**config.mk**
```make
export PLATFORM = sky130hd
export DESIGN_NAME = fetch_unit_pipelined
export DESIGN_NICKNAME = d
export VERILOG_FILES = /design/src/rtl/fetch_unit_pipelined.sv
export SDC_FILE = /design/constraint.sdc
export NUM_CORES = 1
export LEC_CHECK = 0
export ABC_AREA = 1
export BUFFER_PORTS_ARGS = -buffer_cell sky130_fd_sc_hd__buf_2
export CAP_MARGIN = 20
export CORE_ASPECT_RATIO = 0.7
export CORE_MARGIN = 8
export CORE_UTILIZATION = 35
export DETAILED_ROUTE_END_ITERATION = 6
export PLACE_DENSITY = 0.51
export SLEW_MARGIN = 25
export SYNTH_ARGS = -nofsm -noshare
export SYNTH_HDL_FRONTEND = slang
export SYNTH_SLANG_ARGS = --single-unit
```
**constraint.sdc**
```tcl
create_clock -name clk -period 10.4 [get_ports clk]
set_clock_uncertainty 0.15 [all_clocks]
set_input_delay 0 -clock clk [delete_from_list [all_inputs] [get_ports clk]]
set_output_delay 0 -clock clk [all_outputs]
set_load 0.03 [all_outputs]
```
**src/rtl/fetch_unit_pipelined.sv**
```systemverilog
// Pipelined fetch stage: one outstanding read to a variable-latency instruction
// memory, returned words buffered in a small queue whose head feeds Decode.
module fetch_unit_pipelined #(
  parameter int unsigned     XLEN     = 32,
  parameter logic [XLEN-1:0] PC_STEP  = 1,
  parameter logic [XLEN-1:0] RESET_PC = '0,
  parameter int unsigned     FQ_DEPTH = 2
) (
  input  logic            clk,
  input  logic            rst,
  input  logic            redirect_en,
  input  logic [XLEN-1:0] redirect_pc,
  input  logic            stall_D,
  output logic            imem_req,
  output logic [XLEN-1:0] imem_addr,
  input  logic            imem_ready,
  input  logic            imem_rvalid,
  input  logic [XLEN-1:0] imem_rdata,
  output logic            valid_D,
  output logic [XLEN-1:0] IR_out_D,
  output logic [XLEN-1:0] PC_D,
  output logic [XLEN-1:0] PC_1D
);

  localparam int unsigned PW = $clog2(FQ_DEPTH);
  localparam logic [PW+1:0] DEPTH_W = (PW+2)'(FQ_DEPTH);

  typedef enum logic [1:0] {
    REQ  = 2'd0,
    WAIT = 2'd1,
    DROP = 2'd2
  } state_t;

  state_t          state, state_nxt;
  logic [XLEN-1:0] pc, pc_nxt;
  logic [XLEN-1:0] req_pc;

  logic [XLEN-1:0] q_instr [FQ_DEPTH];
  logic [XLEN-1:0] q_pc    [FQ_DEPTH];
  logic [XLEN-1:0] q_pc1   [FQ_DEPTH];
  logic [PW-1:0]   head, tail;
  logic [PW:0]     count;

  logic            accept;
  logic            push;
  logic            pop;
  logic            space;
  logic [PW+1:0]   occ_nxt;

  assign valid_D = (count != '0);
  assign pop     = valid_D & ~stall_D & ~redirect_en;
  assign push    = imem_rvalid & (state == WAIT) & ~redirect_en;

  // Occupancy after this edge; lets a new request go out while a response lands.
  assign occ_nxt = {1'b0, count} + (PW+2)'(push) - (PW+2)'(pop);
  assign space   = (occ_nxt < DEPTH_W);

  assign imem_req  = rst & ~redirect_en & space &
                     ((state == REQ) | ((state == WAIT) & imem_rvalid));
  assign imem_addr = pc;
  assign accept    = imem_req & imem_ready;

  assign IR_out_D = valid_D ? q_instr[head] : '0;
  assign PC_D     = valid_D ? q_pc[head]    : '0;
  assign PC_1D    = valid_D ? q_pc1[head]   : '0;

  always_comb begin
    state_nxt = state;
    pc_nxt    = pc;
    case (state)
      REQ: begin
        if (redirect_en) begin
          pc_nxt = redirect_pc;
        end else if (accept) begin
          state_nxt = WAIT;
        end
      end
      WAIT: begin
        if (redirect_en) begin
          pc_nxt    = redirect_pc;
          state_nxt = imem_rvalid ? REQ : DROP;
        end else if (imem_rvalid) begin
          state_nxt = accept ? WAIT : REQ;
        end
      end
      DROP: begin
        if (redirect_en) begin
          pc_nxt = redirect_pc;
        end
        if (imem_rvalid) begin
          state_nxt = REQ;
        end
      end
      default: state_nxt = REQ;
    endcase
    if (accept) begin
      pc_nxt = pc + PC_STEP;
    end
  end

  always_ff @(posedge clk) begin
    if (!rst) begin
      state  <= REQ;
      pc     <= RESET_PC;
      req_pc <= '0;
      head   <= '0;
      tail   <= '0;
      count  <= '0;
    end else begin
      state <= state_nxt;
      pc    <= pc_nxt;
      if (accept) begin
        req_pc <= pc;
      end
      if (redirect_en) begin
        head  <= '0;
        tail  <= '0;
        count <= '0;
      end else begin
        if (push) begin
          tail <= tail + 1'b1;
        end
        if (pop) begin
          head <= head + 1'b1;
        end
        count <= count + (PW+1)'(push) - (PW+1)'(pop);
      end
    end
  end

  always_ff @(posedge clk) begin
    if (rst && push) begin
      q_instr[tail] <= imem_rdata;
      q_pc[tail]    <= req_pc;
      q_pc1[tail]   <= req_pc + PC_STEP;
    end
  end

endmodule

```
==> impl_metrics.yaml, run 1 <==
global_routing:
  grt-busiest-layer: "met2"
  use_met2_pct: 25.9
  grt.total_usage_pct: 16.5
  gr-total-overflow: 0
  grt_max_degree: 96
  grt_pass1_wl_um: 53300
  use_met3_pct: 3.36
  grt_use_met1_pct: 23.8
  antenna_found_initial: 0
  grt_pass1_vias: 9190
drt:
  drtPass1Iterations: 5
  ant_nets: 0
  wl_per_cell_um: 17.1
  drt_iter0_markers: 596
  vias: 9603
  totalWireLength_um: 34500
  drcViolationCount: 0
  viasPerCell: 4.75
pwr:
  p_seq_share_pct: 51.2
  swShare_pct: 22.6
  power_density_mw_per_mm2: 153
  p_sw_mw: 0.516
  p_int_mw: 1.77
  peakVddDrop_v: 0.0000977
  p_leak_nw: 6.06
  clkPwrFrac_pct: 42.1
  power_frac_comb_pct: 6.7
setup_path:
  critPathCaptureType: "flop"
  path_max_fanout: 95
  start_kind: "flop"
  required_ns: 10.68
  r2r_start: "count[1]$_SDFF_PP0_"
  worstPathArrival_ns: 5.41
  cp-startpoint: "count[1]$_SDFF_PP0_"
  crit_type: "flop to flop"
timing:
  rsz0062_at_grt: "no"
  slew-limit-headroom_pct: 32.5
  max_freq_mhz: 195
  setup_tns_ns: 0
  tightest_slew_ns: 1.01
  period_needed_ns: 5.12
  hold_viol: 0
  setup_violations: 0
  slew_violations: 0
  finalCritPeriodShare_pct: 49.3
place:
  post-dp-hpwl_um: 22700
  postPlaceCellArea_mm2: 0.0132
  gp_congestion: 0.814
  io_buffer_count: 199
clock_network:
  h-tree-depth: 1
  clock_sinks: 263
  clock_latency_ns: 0.55
  cts_resized: 0
  numCtsBuffers: 27
  clk_pin_slew_ns: 0.06
  cts_tree: "done"
  clockBufferDepth: 3
  root_buffer: "clkbuf_16"
floorplan:
  ioPinCount: 200
  rows: 56
  die_w_um: 235
  start_util_pct: 35.4
  core_area_mm2: 0.0334
  die-area_mm2: 0.0399
  dieHeight_um: 170
synth:
  yosys_warnings: 0
  ys_top_cells_by_area: "edfxtp_1 49%, nand2_1 14%, dfxtp_1 12%"
  avgSynthCellArea_um2: 9.07
  synth_fp_nets: 1376
  synth_cell_type_count: 31
  synthCells: 1301
  yosys.area.top_type: "edfxtp_1"
  synthesis.area_mm2: 0.0118
  synth-seq-area-share_pct: 60.9
  yosys.area.top_type_share_pct: 48.9
  yosys_register_bits: 263
min_path:
  hold_path_class: "input port to flop"
  worstHoldStart: "imem_rdata[1]"
cells_and_area:
  areaGrowthSynthToFinish_pct: 26.5
  n_antenna_cell: 0
  final_layout_size_suffix_gt1_share_pct: 16.6
  final_common_cell: "nand2_1"
  design_area_mm2: 0.0149
  fill_cells: 3272
  post-route-util_pct: 44.8
  mostFrequentLayoutCells: "427 x nand2_1, 199 x buf_2, 192 x edfxtp_1, 145 x a21oi_1, 119 x nor2_1"
  fin_nets: 1643
flow_run:
  cap_violations: 0
outcome:
  status: "finished, final reports clean"
what timing repair did:
action / in CTS / in global routing
setup buffers: 0 / 0
endpoints found under the hold margin: 120 / 0
hold buffers: 89 / 0
layout make-up:
type	instances	area (um2)	area share, %
sequential	263	7190	48.1
multi-input combinational	880	4010	26.9
timing repair buffer	296	1950	13.0
clock buffer	40	744	4.98
tap	435	544	3.64
inverter	100	375	2.51
clock inverter	9	121	0.813
registers in the layout (all words and copies together), names as in the netlist, named ones only:
name	count
q_pc1	64
req_pc	32
q_pc	64
state	2
count	2
q_instr	64
head	1
imem_addr	32
tail	1
per-stage QoR:
step / worst slack, ns / power, mW / hold slack [ns] / cells
6_report: 5.28 / 2.29 / 0.0235 / 2023
5_1_grt: 4.84 / 2.37 / 0.0241 / 2023
4_1_cts: 5.04 / 2.31 / 0.000445 / 2023
3_5_place_dp: 5.61 / 1.32 / 0.0418 / 1885
3_3_place_gp: 5.72 / 1.32 / 0.0386 / 1885
2_1_floorplan: 2.51 / 1.26 / -0.0511 / 1301
kinds of logic after synthesis:
logic type,Yosys count,synth area share [%]
fa+ha+maj,5,0.594
buf+inv,158,5.28
compound gates,200,8.73
xor+xnor,35,2.60
flops,263,60.9
simple gates,640,21.9
power by group through the flow:
stage / combinational (mW) / sequential (mW) / clock, mW
2_1_floorplan: 0.0656 / 1.20 / 0
3_3_place_gp: 0.126 / 1.19 / 0
3_5_place_dp: 0.128 / 1.19 / 0
4_1_cts: 0.155 / 1.17 / 0.987
5_1_grt: 0.171 / 1.17 / 1.03
6_report: 0.154 / 1.17 / 0.962
Yosys cell counts, drive strengths merged:
cell type and n:
and2 1, nand3 44, a21boi 1, dfxtp 71
xor2 32, clkinv 1, a21oi 145, nand4 18
edfxtp 192, nor2 129, buf 24, nand2 429
xnor2 3, o21ai 48, nor4 1, o21bai 1
nor3 16, nand3b 2, ha 4, a211oi 5
clkbuf 34, inv 99, fa 1
critical path, cell delays in order, from the launching register on:
cell	delay [ns]
dfxtp_1	0.34
nor2_4	0.66
nor3_1	0.20
ha_1	0.33
inv_1	0.04
ha_1	0.18
fa_1	0.45
inv_1	0.09
nand2_1	0.06
nor2_2	0.14
nand4_4	0.11
buf_4	0.41
a21boi_4	0.87
o21ai_0	0.22
nor2_1	0.14
nor2_1	0.04
dlygate4sd3_1	0.54
path summary, 6_finish.rpt:
| path | to | slack, ns | depth (start not counted) |
|---|---|---|---|
| setup reg to reg | imem_addr[26]$_SDFFE_PN0P_ | 5.28 | 16 |
| hold / removal | q_instr[1][1]$_DFFE_PP_ | 0.02 | 2 |
| setup / recovery | imem_addr[26]$_SDFFE_PN0P_ | 5.28 | 16 |
| hold reg to reg | flop | 0.36 | 2 |
layer usage:
layer  share of wire (%)  up-vias
li1                    -     4835
met2                  44      217
met4                 1.5        0
met3                 5.1       35
met5                   0        -
met1                  49     4516
(Power assumes the default switching activity.)
==> run 2: changes to the inputs <==
==> constraint.sdc (replaced) <==
create_clock -name clk -period 5.2 [get_ports clk]
set_clock_uncertainty 0.15 [all_clocks]
set_input_delay 0 -clock clk [delete_from_list [all_inputs] [get_ports clk]]
set_output_delay 0 -clock clk [all_outputs]
set_load 0.03 [all_outputs]
==> run 2 against run 1 <==
Effect of this change: utilization rose by 0.29 points; critical path depth decreased by 1; fmax up 13%; combinational power rose by 100%; total power grew 100%.
==> impl_metrics.yaml, run 2 (synthesis gave the netlist of run 1 again) <==
clock_network:
  clock_sinks: 263
  h-tree-depth: 1
  cts_setup_buffers: 0
  clk_pin_slew_ns: 0.06
  root_buffer: "clkbuf_16"
  clockBufferDepth: 3
  clock_latency_ns: 0.55
  cts_tree: "done"
  numCtsBuffers: 27
floorplan:
  die-area_mm2: 0.0399
  rows: 56
  core_area_mm2: 0.0334
  die_w_um: 235
  dieHeight_um: 170
  ioPinCount: 200
  start_util_pct: 35.4
setup_path:
  start_kind: "flop"
  worstPathArrival_ns: 4.81
  crit_type: "flop to flop"
  critPathCaptureType: "flop"
  path_buf_inv: 4
  slowest_stage: "a21boi_4"
  slowest_delay_ns: 0.92
  cp_cell_sequence: "inv_2 > nand4_1 > ha_1 > inv_1 > ha_1 > fa_1 > inv_1 > nand2_1 > nor2_2 > nand4_4 > a21boi_4 > o21ai_0 > nor2_1 > nor2_1 > dlygate4sd3_1"
  worst-path-stages: 15
  required_ns: 5.48
  rr_worst_depth: 15
  path_delay_family: "compound AO/OA/AOI/OAI gates"
  path_max_fanout: 34
global_routing:
  antenna_found_initial: 0
  grt_pass1_wl_um: 54200
  grt_pass1_vias: 9316
  grt_max_degree: 97
  gr-total-overflow: 0
  grt.total_usage_pct: 16.8
pwr:
  peakVddDrop_v: 0.000174
  p_leak_nw: 6.09
  power.total_mw: 4.62
  power_density_mw_per_mm2: 307
place:
  gp_congestion: 0.840
  place_ws_ns: 1.02
  postPlaceCellArea_mm2: 0.0132
  io_buffer_count: 199
  numPlacedInstances: 1885
  post-dp-hpwl_um: 22600
cells_and_area:
  largestRegisters: "q_instr: 64 flops, q_pc1: 64 flops, q_pc: 64 flops"
  fill_cells: 3257
  mostFrequentLayoutCells: "428 x nand2_1, 199 x buf_2, 192 x edfxtp_1, 145 x a21oi_1, 119 x nor2_1"
  stdcell_count: 2029
  design_area_mm2: 0.0150
  post-route-util_pct: 45.1
  final_layout_size_suffix_gt1_share_pct: 16.6
  areaGrowthSynthToFinish_pct: 27.4
  n_antenna_cell: 0
  fin_nets: 1648
  final_common_cell: "nand2_1"
timing:
  slew_violations: 0
  tightest_slew_ns: 0.987
  finalCritPeriodShare_pct: 87.1
  max_freq_mhz: 221
  fin_ws_ns: 0.671
  slew-limit-headroom_pct: 34.0
  whs_ns: 0.0293
  hold_viol: 0
  setup_tns_ns: 0
  rsz0062_at_grt: "no"
  setup_violations: 0
  period_needed_ns: 4.53
min_path:
  hold_path_depth: 2
  hold_path_class: "input port to flop"
drt:
  vias: 9627
  drt_iter0_markers: 671
  ant_nets: 0
  viasPerCell: 4.74
  wl_per_cell_um: 17.1
  totalWireLength_um: 34700
  drcViolationCount: 0
  drtPass1Iterations: 5
outcome:
  status: "finished, final reports clean"
flow_run:
  cap_violations: 0
==> run 2: changes by cell type in the layout (fill, tap and decap cells not counted), sizes merged <==
cell | previous run | this run
clkbuf | 40 | 30
clkinv | 4 | 12
dlygate4sd3 | 89 | 94
clkinvlp | 1 | 3
bufinv | 3 | 4
==> run 2: worst paths after layout <==
| kind | from | to | slack [ns] |
|---|---|---|---|
| setup reg to reg | state[1]$_SDFFE_PN0P_ | imem_addr[26]$_SDFFE_PN0P_ | 0.67 |
| hold reg to reg | head$_SDFFE_PP0P_ | head$_SDFFE_PP0P_ | 0.36 |
| hold / removal | imem_rdata[17] | q_instr[0][17]$_DFFE_PP_ | 0.03 |
| setup / recovery | state[1]$_SDFFE_PN0P_ | imem_addr[26]$_SDFFE_PN0P_ | 0.67 |
==> run 2: metal layers <==
layer	vias up	global-route usage, %	share of wire [%]
li1	4852	-	-
met1	4485	23.9	48
met2	254	26.6	45
met3	36	3.62	5.6
met4	0	2.91	1.4
met5	-	0	0
==> run 2: power by group <==
part           internal, mW  switching [mW]
clock                  1.15           0.822
sequential             2.28          0.0628
combinational         0.130           0.182
total                  3.55            1.07
==> run 2: layout make-up <==
type                            instances  area (um2)  area share [%]
Multi-Input combinational cell        880        4010            26.7
Timing Repair Buffer                  301        2020            13.5
Inverter                              100         378            2.51
Tap cell                              435         544            3.62
Clock inverter                         20         199            1.32
Clock buffer                           30         687            4.57
Sequential cell                       263        7190            47.8
==> run 2: repair_timing <==
action	in CTS	in global routing
resized for setup	0	2
setup endpoints to repair	0	1
hold buffers	94	0
endpoints found under the hold margin	126	0
==> run 3: changes to the inputs <==
--- a/config.mk
+++ b/config.mk
@@ -12,7 +12,6 @@
 export CORE_MARGIN = 8
 export CORE_UTILIZATION = 35
 export DETAILED_ROUTE_END_ITERATION = 6
-export PLACE_DENSITY = 0.51
 export SLEW_MARGIN = 25
 export SYNTH_ARGS = -nofsm -noshare
 export SYNTH_HDL_FRONTEND = slang
==> run 3 against run 2 <==
Effect of this change: clock-buffer cell count is 4 higher; wire length is 2.8% lower; register-to-register slack worse by 0.26 ns; utilization fell by 0.094 points; final cell count is essentially flat; worst hold slack gained 0.00076 ns; final area decreased by 0.21%; non-clock buffer count is 2 lower; largest cell class unchanged.
==> impl_metrics.yaml, run 3 (synthesis gave the netlist of run 1 again) <==
outcome:
  status: "finished, final reports clean"
pwr:
  power.total_mw: 4.56
  p_int_mw: 3.49
  power_density_mw_per_mm2: 304
  power_frac_comb_pct: 6.9
  p_seq_share_pct: 51.3
  clkPwrFrac_pct: 41.8
  peakVddDrop_v: 0.000259
  swShare_pct: 23.5
  p_sw_mw: 1.07
  p_leak_nw: 6.10
floorplan:
  core_area_mm2: 0.0334
  ioPinCount: 200
  die_w_um: 235
  dieHeight_um: 170
  rows: 56
  die-area_mm2: 0.0399
  start_util_pct: 35.4
timing:
  tightest_slew_ns: 1.05
  period_needed_ns: 4.79
  slew_violations: 0
  setup_tns_ns: 0
  slew-limit-headroom_pct: 30.1
  finalCritPeriodShare_pct: 92.0
  whs_ns: 0.0301
  max_freq_mhz: 209
  hold_viol: 0
  rsz0062_at_grt: "no"
  setup_violations: 0
drt:
  drt_iter0_markers: 761
  wl_per_cell_um: 16.6
  drtPass1Iterations: 4
  drcViolationCount: 0
  totalWireLength_um: 33800
  viasPerCell: 4.82
  vias: 9794
  ant_nets: 0
setup_path:
  slowest_delay_ns: 0.90
  worstPathArrival_ns: 5.07
  cp_cell_sequence: "nor2_4 > buf_4 > nor3_1 > ha_1 > inv_1 > ha_1 > fa_1 > inv_1 > nand2_1 > nor2_2 > nand4_4 > a21boi_4 > o21ai_0 > nor2_1 > nor2_1 > dlygate4sd3_1"
  path_max_fanout: 34
  path_delay_family: "simple AND/OR/NAND/NOR gates"
  slowest_stage: "a21boi_4"
  path_buf_inv: 4
  start_kind: "flop"
  critPathCaptureType: "flop"
  required_ns: 5.49
  crit_type: "flop to flop"
clock_network:
  numCtsBuffers: 29
  cts_setup_buffers: 0
  cts_hold_buf: 90
  h-tree-depth: 1
  cts_tree: "done"
  cts_resized: 0
  clock_latency_ns: 0.55
  clk_pin_slew_ns: 0.06
  clockBufferDepth: 3
  root_buffer: "clkbuf_16"
  clock_sinks: 263
cells_and_area:
  fin_nets: 1648
  n_antenna_cell: 0
  final_common_cell: "nand2_1"
  design_area_mm2: 0.0150
  largestRegisters: "q_instr: 64 flops, q_pc1: 64 flops, q_pc: 64 flops"
  mostFrequentLayoutCells: "428 x nand2_1, 199 x buf_2, 192 x edfxtp_1, 145 x a21oi_1, 119 x nor2_1"
  final_layout_size_suffix_gt1_share_pct: 17.0
  areaGrowthSynthToFinish_pct: 27.1
place:
  gp_congestion: 0.856
  postPlaceCellArea_mm2: 0.0132
  post-dp-hpwl_um: 22700
  io_buffer_count: 199
global_routing:
  grt_pass1_vias: 9212
  grt.total_usage_pct: 16.3
  antenna_found_initial: 0
  grt_max_degree: 97
  grt_pass1_wl_um: 52300
  gr-total-overflow: 0
flow_run:
  cap_violations: 0
min_path:
  hold_path_class: "input port to flop"
-- run 3: cell types whose count changed in the layout (fill, tap and decap cells not counted), moves of 2 or more --
| cell | before | now |
|---|---|---|
| buf_4 | 6 | 8 |
| bufinv_16 | 4 | 1 |
| clkbuf_16 | 27 | 29 |
| clkinv_1 | 10 | 8 |
| clkinv_2 | 2 | 8 |
| clkinvlp_4 | 3 | 1 |
| dlygate4sd3_1 | 94 | 90 |
-- run 3: area by class of cell --
| class | count | area (um2) |
|---|---|---|
| inverters | 100 | 375 |
| multi-input cells | 880 | 4010 |
| clock inverters | 20 | 128 |
| flip-flops and latches | 263 | 7190 |
| clock buffers | 34 | 754 |
| fillers | 3203 | 18400 |
| well taps | 435 | 544 |
| repair buffers | 299 | 2000 |
-- run 3: metal layers --
layer | routed length, um | GRT usage (%) | vias up
li1 | - | - | 4864
met5 | 0 | 0 | -
met4 | 538 | 2.91 | 0
met2 | 14300 | 24.1 | 302
met3 | 2180 | 3.60 | 41
met1 | 16700 | 24.2 | 4587
-- run 3: worst paths after layout --
check / from / slack, ns / depth (start not counted) / end
max: count[1]$_SDFF_PP0_ / 0.41 / 16 / imem_addr[31]$_SDFFE_PN0P_
min: imem_rdata[6] / 0.03 / 2 / q_instr[0][6]$_DFFE_PP_
min reg2reg: head$_SDFFE_PP0P_ / 0.36 / 2 / head$_SDFFE_PP0P_
max reg2reg: count[1]$_SDFF_PP0_ / 0.41 / 16 / imem_addr[31]$_SDFFE_PN0P_
-- run 3: stage by stage --
| stage | std cells | utilization (%) | worst slack (ns) |
|---|---|---|---|
| after floorplan | 1301 | - | -2.69 |
| after CTS | 2031 | 45.0 | 0.430 |
| final | 2031 | 45.0 | 0.414 |
| after global routing | 2031 | 45.0 | 0.0493 |
| after global placement | 1887 | 39.6 | 1.15 |
| after detailed placement | 1887 | 39.6 | 1.00 |
-- run 3: power by group through the flow --
stage / sequential (mW) / combinational [mW] / clock (mW)
finish: 2.34 / 0.315 / 1.91
global route: 2.34 / 0.345 / 2.04
CTS: 2.34 / 0.315 / 1.96
detailed placement: 2.38 / 0.258 / 0
global placement: 2.38 / 0.251 / 0
floorplan: 2.40 / 0.131 / 0
